File: src/rtl/fft_sched_pkg.sv
// Shared types and helpers for the FFT frame scheduler.
package fft_sched_pkg;

    localparam int unsigned DEFAULT_TIMEOUT = 1024;

    typedef enum logic [2:0] {
        IDLE  = 3'd0,
        LOAD  = 3'd1,
        ARM   = 3'd2,
        START = 3'd3,
        RUN   = 3'd4,
        DONE  = 3'd5
    } sched_state_e;

    // Reverse the low `size` bits of value; upper result bits are zero.
    function automatic logic [31:0] bit_reverse(input logic [31:0] value, input int unsigned size);
        logic [31:0] rev;
        rev = '0;
        for (int j = 0; j < 32; j++) begin
            rev[31-j] = value[j];
        end
        return rev >> (32 - size);
    endfunction

endpackage

File: src/rtl/fft_frame_scheduler_watchdog.sv
// Per-stage watchdog: counts idle cycles, flags when the terminal count TIMEOUT-1 is held.
module fft_stage_watchdog
    import fft_sched_pkg::*;
#(
    parameter int unsigned TIMEOUT = DEFAULT_TIMEOUT,
    parameter int unsigned TO_W    = 11
) (
    input  logic clk,
    input  logic rst,
    input  logic clear,
    input  logic enable,
    output logic expire_c
);

    localparam logic [TO_W-1:0] TERM = TO_W'(TIMEOUT - 1);

    logic [TO_W-1:0] wd_cnt;

    always_ff @(posedge clk) begin
        if (rst) begin
            wd_cnt <= '0;
        end else if (clear) begin
            wd_cnt <= '0;
        end else if (enable) begin
            wd_cnt <= wd_cnt + TO_W'(1);
        end
    end

    assign expire_c = (wd_cnt == TERM);

endmodule

File: src/rtl/fft_frame_scheduler.sv
// Frame sequencer: loads N samples at bit-reversed addresses, starts stage 0,
// then follows per-stage completion pulses to frame_done, aborting on error.
module fft_frame_scheduler
    import fft_sched_pkg::*;
#(
    parameter int unsigned bit_width = 24,
    parameter int unsigned N         = 16,
    parameter int unsigned SIZE      = 4,
    parameter int unsigned TIMEOUT   = DEFAULT_TIMEOUT,
    parameter int unsigned TO_W      = 11
) (
    input  logic                 clk,
    input  logic                 rst,
    input  logic                 s_valid,
    output logic                 s_ready,
    input  logic [bit_width-1:0] s_re,
    input  logic [bit_width-1:0] s_im,
    output logic                 load_data,
    output logic [SIZE-1:0]      invert_addr,
    output logic [bit_width-1:0] re_load,
    output logic [bit_width-1:0] im_load,
    output logic                 start_flag,
    input  logic [SIZE-1:0]      stage_done,
    output logic [SIZE-1:0]      cur_stage,
    output logic                 busy,
    output logic                 frame_done,
    output logic                 err
);

    sched_state_e state, state_d;

    logic [SIZE-1:0]      load_cnt, load_cnt_d;
    logic [SIZE-1:0]      cur_stage_d;
    logic [SIZE-1:0]      invert_addr_d;
    logic [bit_width-1:0] re_d, im_d;
    logic                 load_data_d, start_flag_d, frame_done_d, err_d;
    logic                 accept_c, wd_clr_c, wd_en_c, wd_expire_c;

    assign s_ready  = (state == IDLE) || (state == LOAD);
    assign accept_c = s_valid && s_ready;

    fft_stage_watchdog #(
        .TIMEOUT (TIMEOUT),
        .TO_W    (TO_W)
    ) u_watchdog (
        .clk      (clk),
        .rst      (rst),
        .clear    (wd_clr_c),
        .enable   (wd_en_c),
        .expire_c (wd_expire_c)
    );

    always_ff @(posedge clk) begin
        if (rst) begin
            state       <= IDLE;
            load_cnt    <= '0;
            cur_stage   <= '0;
            load_data   <= 1'b0;
            invert_addr <= '0;
            re_load     <= '0;
            im_load     <= '0;
            start_flag  <= 1'b0;
            frame_done  <= 1'b0;
            err         <= 1'b0;
            busy        <= 1'b0;
        end else begin
            state       <= state_d;
            load_cnt    <= load_cnt_d;
            cur_stage   <= cur_stage_d;
            load_data   <= load_data_d;
            invert_addr <= invert_addr_d;
            re_load     <= re_d;
            im_load     <= im_d;
            start_flag  <= start_flag_d;
            frame_done  <= frame_done_d;
            err         <= err_d;
            busy        <= (state_d != IDLE);
        end
    end

    always_comb begin
        state_d       = state;
        load_cnt_d    = load_cnt;
        cur_stage_d   = cur_stage;
        load_data_d   = 1'b0;
        invert_addr_d = invert_addr;
        re_d          = re_load;
        im_d          = im_load;
        start_flag_d  = 1'b0;
        frame_done_d  = 1'b0;
        err_d         = 1'b0;
        wd_clr_c      = 1'b0;
        wd_en_c       = 1'b0;

        // Sample write path: one-cycle registered RAM write at the bit-reversed index
        if (accept_c) begin
            load_data_d   = 1'b1;
            invert_addr_d = SIZE'(bit_reverse(32'(load_cnt), SIZE));
            re_d          = s_re;
            im_d          = s_im;
            load_cnt_d    = load_cnt + SIZE'(1);
        end

        case (state)
            IDLE: begin
                if (accept_c) state_d = LOAD;
            end
            LOAD: begin
                if (accept_c && (load_cnt == SIZE'(N - 1))) begin
                    state_d    = ARM;
                    load_cnt_d = '0;
                end
            end
            ARM: begin
                // Extra cycle lets the final RAM write land before the start pulse
                state_d      = START;
                start_flag_d = 1'b1;
            end
            START: begin
                state_d     = RUN;
                cur_stage_d = '0;
                wd_clr_c    = 1'b1;
            end
            RUN: begin
                if (stage_done == '0) begin
                    if (wd_expire_c) begin
                        err_d   = 1'b1;
                        state_d = IDLE;
                    end else begin
                        wd_en_c = 1'b1;
                    end
                end else if (stage_done == (SIZE'(1) << cur_stage)) begin
                    cur_stage_d = cur_stage + SIZE'(1);
                    wd_clr_c    = 1'b1;
                    if (cur_stage == SIZE'(SIZE - 1)) begin
                        state_d      = DONE;
                        frame_done_d = 1'b1;
                    end
                end else begin
                    err_d   = 1'b1;
                    state_d = IDLE;
                end
            end
            DONE: begin
                state_d = IDLE;
            end
            default: begin
                state_d = IDLE;
            end
        endcase
    end

endmodule

File: config.mk
export PLATFORM = sky130hd
export DESIGN_NAME = fft_frame_scheduler
export DESIGN_NICKNAME = d
export VERILOG_FILES = /design/src/rtl/fft_sched_pkg.sv /design/src/rtl/fft_frame_scheduler_watchdog.sv /design/src/rtl/fft_frame_scheduler.sv
export SDC_FILE = /design/constraint.sdc
export NUM_CORES = 1
export LEC_CHECK = 0
export CAP_MARGIN = 20
export CORE_ASPECT_RATIO = 1.2
export CORE_MARGIN = 2
export CORE_UTILIZATION = 44
export DETAILED_ROUTE_END_ITERATION = 6
export PLACE_DENSITY_LB_ADDON = 0.15
export SLEW_MARGIN = 40
export SYNTH_ARGS = -nofsm -noshare
export SYNTH_HDL_FRONTEND = slang
export SYNTH_SLANG_ARGS = --single-unit
File: constraint.sdc
create_clock -name clk -period 2.3 [get_ports clk]
set_clock_uncertainty 0.05 [all_clocks]
set_input_delay 0.345 -clock clk [delete_from_list [all_inputs] [get_ports clk]]
set_output_delay 0.345 -clock clk [all_outputs]
set_load 0.01 [all_outputs]
---- Yosys cells after proc, flatten, opt, wreduce, memory -nomap -nowiden ----
Cells that the tools add are included.
operators by class
  add/sub/neg operators ................... 3
  $mul .................................... 0
  divide/modulo/power cells ............... 0
  order comparisons ....................... 0
  equality and inequality tests ........... 10
  shift-type cells ........................ 1
  muxes and demuxes ....................... 25
  bitwise logic cells ..................... 2
  reductions and logical operators ........ 11
operator list
  cell                                                    count
  two-way mux 4 bit                                       5
  two-way mux 3 bit                                       6
  case mux 3 bit (5 select lines)                         1
  adder 11 x 1 -> 11 bit (second input constant)          1
  equality test 11 x 10 -> 1 bit (second input constant)  1
  two-way mux 1 bit                                       11
  adder 4 x 1 -> 4 bit (second input constant)            2
  case mux 4 bit (2 select lines)                         1
  equality test 3 x 2 -> 1 bit (second input constant)    2
  equality test 4 x 2 -> 1 bit (second input constant)    1
  equality test 4 bit                                     1
  equality test 4 bit (second input constant)             1
  logical NOT 4 bit                                       1
  inequality test 2 bit (second input constant)           2
  OR reduction 2 bit                                      2
  OR reduction 4 bit                                      1
  left shift 1 x 4 -> 4 bit (first input constant)        1
  equality test 3 x 1 -> 1 bit (second input constant)    1
  equality test 3 bit (second input constant)             1
  logical NOT 3 bit                                       1
  AND reduction 3 bit                                     1
  nonzero test 3 bit                                      1
  logical AND 1 bit                                       2
  inverter 1 bit                                          2
  3 further kinds                                         3
storage, ports and cells
  bits in registers ....................... 79
  bits in latches ......................... 0
  bits in writable memories ............... 0
  memory bits (read-only) ................. 0
  bits of input ports ..................... 55
  memories ................................ 0

---- Depth between registers and ports, before layout ----
  word-level depth ........................ 7
  gate-level depth with buffers ........... 7

---- Hierarchy ----
Synthesis repeated with hierarchy kept, for this count alone.
second synthesis, totals
  cells, all modules ...................... 378
  area total of the unflattened synthesis .. 3081.7 µm²
modules (own cells, without submodules)
  module               instances  cells an instance  area each (µm²)  seq. area each (µm²)
  fft_frame_scheduler  1          320                2558.7           1361.3
  fft_stage_watchdog   1          58                 523.0            220.2

---- Worst setup path before layout ----
OpenSTA, ideal clock, no wires.
  path type ............................... register -> register
  start point ............................. register u_watchdog.wd_cnt[0]
  end point ............................... register u_watchdog.wd_cnt[2]
  arrival ................................. 1.660 ns
  required time ........................... 2.133 ns
  slack ................................... 0.473 ns
  cell stages (with the launch flop) ...... 8
  path buffers ............................ 1
  period minus slack after synthesis ...... 1.827 ns
  cell sequence ........................... dfxtp_1 ha_1 nand4_1 nor4_1 clkbuf_1 nor3b_1 xnor2_1 nor2_1
between the ends
  cells in the longest elaborated chain, start to end .. 4
ends and longest elaborated chain
  item                                                            line                                text
  start: declaration                                              fft_frame_scheduler_watchdog.sv:17  logic [TO_W-1:0] wd_cnt;
  start signal: assignment                                        fft_frame_scheduler_watchdog.sv:25  wd_cnt <= wd_cnt + TO_W'(1);
  branches (longest 4 deep; another with adder 11 x 1 -> 11 bit)  -
Several ways; the timed one is not identified.
A chain may end at the register's enable or synchronous reset.

---- Final worst setup path ----
  start point ............................. input port stage_done[0]
  end point ............................... register state[0]
between the ends
  cells in the longest elaborated chain, start to end .. 4
ends and longest elaborated chain
  item                               line                        text
  start: declaration                 fft_frame_scheduler.sv:23   input logic [SIZE-1:0] stage_done,
  equality test 4 bit                fft_frame_scheduler.sv:132  end else if (stage_done == (SIZE'(1) << cur_stage)) begin
  two-way mux 3 bit                  fft_frame_scheduler.sv:132
  two-way mux 3 bit *                fft_frame_scheduler.sv:125  if (stage_done == '0) begin
  case mux 3 bit (5 select lines) *  fft_frame_scheduler.sv:104  case (state)
  end signal: assignment             fft_frame_scheduler.sv:67   state <= state_d;
  end: declaration                   fft_frame_scheduler.sv:30   sched_state_e state, state_d;
Every way passes the cells marked *; elsewhere a longest branch is shown, timed or not.

==> results.rst <==
.. list-table::
   :header-rows: 1

   * - Metric
     - Value
   * - Endpoints failing setup
     - 0
   * - Antenna violations before repair
     - 0
   * - Root Buffer Master
     - clkbuf_8
   * - Unrepaired setup endpoints after global routing
     - false
   * - Rows
     - 33
   * - Worst hold margin
     - between 0.3 and 0.4 ns
   * - Top post-synthesis cells by count
     - nand2_1 (115), dfxtp_1 (79), a21oi_1 (54)
   * - Dpl ws
     - -0.0413 ns
   * - Simple-gate area share of the yosys netlist
     - 0.261
   * - Critical Path Max Stage Delay
     - ~0.56 ns
   * - Dominant combinational cell family by area after synthesis
     - simple AND/OR/NAND/NOR gates
   * - Number of nets in the layout
     - about 550
   * - Number of input and output port buffers inserted
     - between 100 and 150
   * - IO Count
     - between 100 and 150
   * - Wire length of the first global-routing pass
     - approximately 12 mm
   * - Maximum buffer depth of the clock tree
     - 2
   * - Nets in the synthesized netlist
     - roughly 430
   * - Count of cell types in the netlist
     - 44
   * - Worst slew slack as a fraction of its limit
     - 0.692
   * - Max Clk Rate
     - about 500 MHz
   * - Cell count after synthesis
     - 375
   * - FF+latch area
     - roughly 1600 sq um
   * - Switching share of power
     - 0.233
   * - Cell accounting for the most synthesized area
     - dfxtp_1
   * - Final HPWL DP
     - roughly 5.2 mm
   * - Static Leakage
     - around 1.7 nW
   * - Finished Layout Cells
     - around 580
   * - Proportion of register bits with asynchronous set or reset after synthesis
     - 0
   * - Global placer's final weighted congestion
     - ~0.88
   * - Layout cells sized above 1
     - 0.0828
   * - Sequential share of the synthesized area
     - 0.508
   * - Crit share post-route
     - 0.862
   * - Average wire length per cell after detail routing
     - between 10 and 15 microns
   * - Combined global-route utilization of all metal layers
     - 0.198
   * - Full die area
     - approximately 7800 sq um
   * - Via density per instance
     - about 5.0
   * - Top cells by area in the synthesized netlist
     - dfxtp_1 (51%), nand2_1 (14%), a21oi_1 (8.7%)
   * - Core Util, Final
     - 0.677
   * - Final-report max-slew violation count
     - 0
   * - Largest net degree at the start of global routing
     - 55
   * - Hold bufs inserted after CTS
     - 0
   * - Avg Inst Size Synth
     - 8.30 sq um
   * - Cts bufs inserted
     - 9
   * - Critical path fanouts, max
     - 6
   * - VDD IR-drop max
     - 0.000325 V
   * - Worst path required time
     - around 2.5 ns
   * - Total power density per cell area
     - around 640 nW/um^2
   * - Internal Pwr Total
     - between 2 and 2.5 mW
   * - Portion of total power attributed to the clock network
     - 0.386
   * - Post-CTS setup buffer count
     - 0
   * - H-tree depth reported by CTS
     - 3
   * - Number of synthesized flops with an enable pin
     - 0
   * - Overall via count from detail_route
     - a little under 3000
   * - Synthesized flop and latch total
     - about 80
   * - Type of origin of the critical path
     - input pin
   * - Number of cells after detailed placement
     - between 500 and 600
   * - Cell at the slowest stage of the critical path
     - clkdlybuf4s50_1
   * - Maximum capacitance violations
     - 0
   * - Clock input transition at the sequential cells of the worst setup and hold paths
     - 0.08 ns
   * - Status
     - completed
   * - Measured slew at the worst slew-check pin
     - ~0.46 ns
   * - Area of the multi-input gates
     - about 1400 sq um
   * - Yosys warns
     - 0
   * - Chain of cells forming the critical path
     - clkdlybuf4s50_1 > or3b_1 > a311oi_2 > o21ai_2 > or3b_4 > a21boi_2
   * - Die width
     - 80.8 microns
   * - Total cell area at the placement stage
     - ~4400 sq um
   * - Global route total overflow
     - 0
   * - CTS tree
     - yes
   * - Worst-case setup margin in the final layout
     - about 0.32 ns
   * - # clock sinks
     - 79
   * - Netlist area before placement
     - roughly 3100 sq um
   * - Sequential Power Share
     - 0.487
   * - Final WL
     - between 7 and 8 mm
   * - Crit Path Class
     - input pin to flip-flop
   * - Number of fill cells
     - between 500 and 600
   * - Final antenna-violating net count
     - 0
   * - Fraction of synthesized area in multiplexers
     - 0
   * - Die Height
     - approximately 96 microns
   * - Area grow syn2layout
     - 49.0%
   * - Resized Gates After CTS
     - 0
   * - Adder and majority cell fraction of the synthesized area
     - 0.0121
   * - Final Instance Area
     - 4640 sq um
   * - Area fraction of the dominant cell type after synthesis
     - 0.508
   * - Initial Utilization
     - 0.454
   * - Insertion delay of the later-clocked pin in the worst-skew pair
     - ~0.35 ns
   * - Minimum clock period
     - around 2.0 ns
   * - Net Switching
     - 694 uW
   * - Leading cell type by number of instances after synthesis
     - nand2_1
   * - HP Class
     - input pin to flip-flop
   * - Final hold violations
     - 0
   * - Worst EP arrival
     - roughly 2.2 ns
   * - Xor/xnor share of the synthesized area
     - 0.0338
   * - Detailed router's first-iteration violation count
     - 103
   * - Complex-gate fraction of the synthesized area
     - 0.154
   * - Number of inserted diodes
     - 0
   * - Core Footprint
     - roughly 6900 sq um
   * - DRC Markers
     - 0
   * - Post-route total power
     - around 3 mW
   * - First-pass DRT Iterations
     - 4
   * - Via count of the first global-routing pass
     - about 2700
   * - Endpoint kind of the worst setup timing path
     - flip-flop
   * - Final-layout setup total negative slack
     - 0 ns
   * - Combinational fraction of design power
     - 0.126
   * - Top flip-flop cell by instance count after synthesis
     - dfxtp_1
==> power groups by stage <==
stage	registers [mW]	logic, mW	clock network, mW
2_1_floorplan	1.51	0.120	0
3_3_place_gp	1.48	0.374	0
3_5_place_dp	1.49	0.379	0
4_1_cts	1.45	0.381	1.18
5_1_grt	1.46	0.409	1.24
6_report	1.45	0.376	1.15
==> logic make-up (layout without fill, tap and decap cells) <==
| logic type | after synthesis | in the layout |
|---|---|---|
| flops | 79 | 79 |
| compound gates | 77 | 77 |
| buf+inv | 25 | 145 |
| xor+xnor | 12 | 12 |
| simple gates | 179 | 179 |
| fa+ha+maj | 3 | 3 |
==> final timing paths <==
| path | startpoint | endpoint | slack (ns) | cells past startpoint |
|---|---|---|---|---|
| max | stage_done[0] | state[0] | 0.32 | 6 |
| min | rst | load_data | 0.36 | 2 |
| max reg2reg | state[2] | u_watchdog.wd_cnt[8] | 0.35 | 5 |
| min reg2reg | u_watchdog.wd_cnt[10] | u_watchdog.wd_cnt[10] | 0.39 | 2 |
==> routing by layer <==
metal / global-route usage / routed length, microns / vias to the layer above
met1: 0.226 / 3210 / 1328
met3: 0.0516 / 426 / 10
met2: 0.349 / 3750 / 75
met5: 0 / 0 / -
met4: 0.0819 / 102 / 0
li1: - / - / 1495
==> placed cells by master, fill, tap and decap left out, drive strengths merged, types with 2 or more instances in the layout <==
cell type and instances:
and3 3, nor4 3, a21oi 54, nand2 115, nand4 5, a21o 2
nor2 21, o21a 3, o41ai 2, o21ai 3, clkbuf 10, nand3 4
nor3 9, ha 3, buf 11, nor3b 4, a21boi 2, o21bai 2
a311oi 2, xnor2 10, or3b 4, bufinv 2, clkinvlp 2, inv 4
nand3b 3, xor2 2, o2111ai 2, nand2b 2, clkdlybuf4s50 115, dfxtp 79
==> area by class of cell <==
class	instances	share of cell area
timing repair buffer	126	0.274
tap	87	0.0235
clock buffer	10	0.0297
sequential	79	0.341
clock inverter	6	0.0200
inverter	3	0.00243
multi-input combinational	271	0.310
==> critical path, delay by kind of cell <==
kind            cells  cell delay (ns)
simple gates        2             0.80
compound gates      3             0.51
buf+inv             1             0.56
==> state kept, by name, indices dropped and copies added, names as in the netlist <==
| signal | count |
|---|---|
| busy | 1 |
| cur_stage | 4 |
| err | 1 |
| frame_done | 1 |
| im_load | 24 |
| invert_addr | 4 |
| load_cnt | 4 |
| load_data | 1 |
| re_load | 24 |
| start_flag | 1 |
| state | 3 |
| u_watchdog.wd_cnt | 11 |
(Power assumes the default switching activity.)
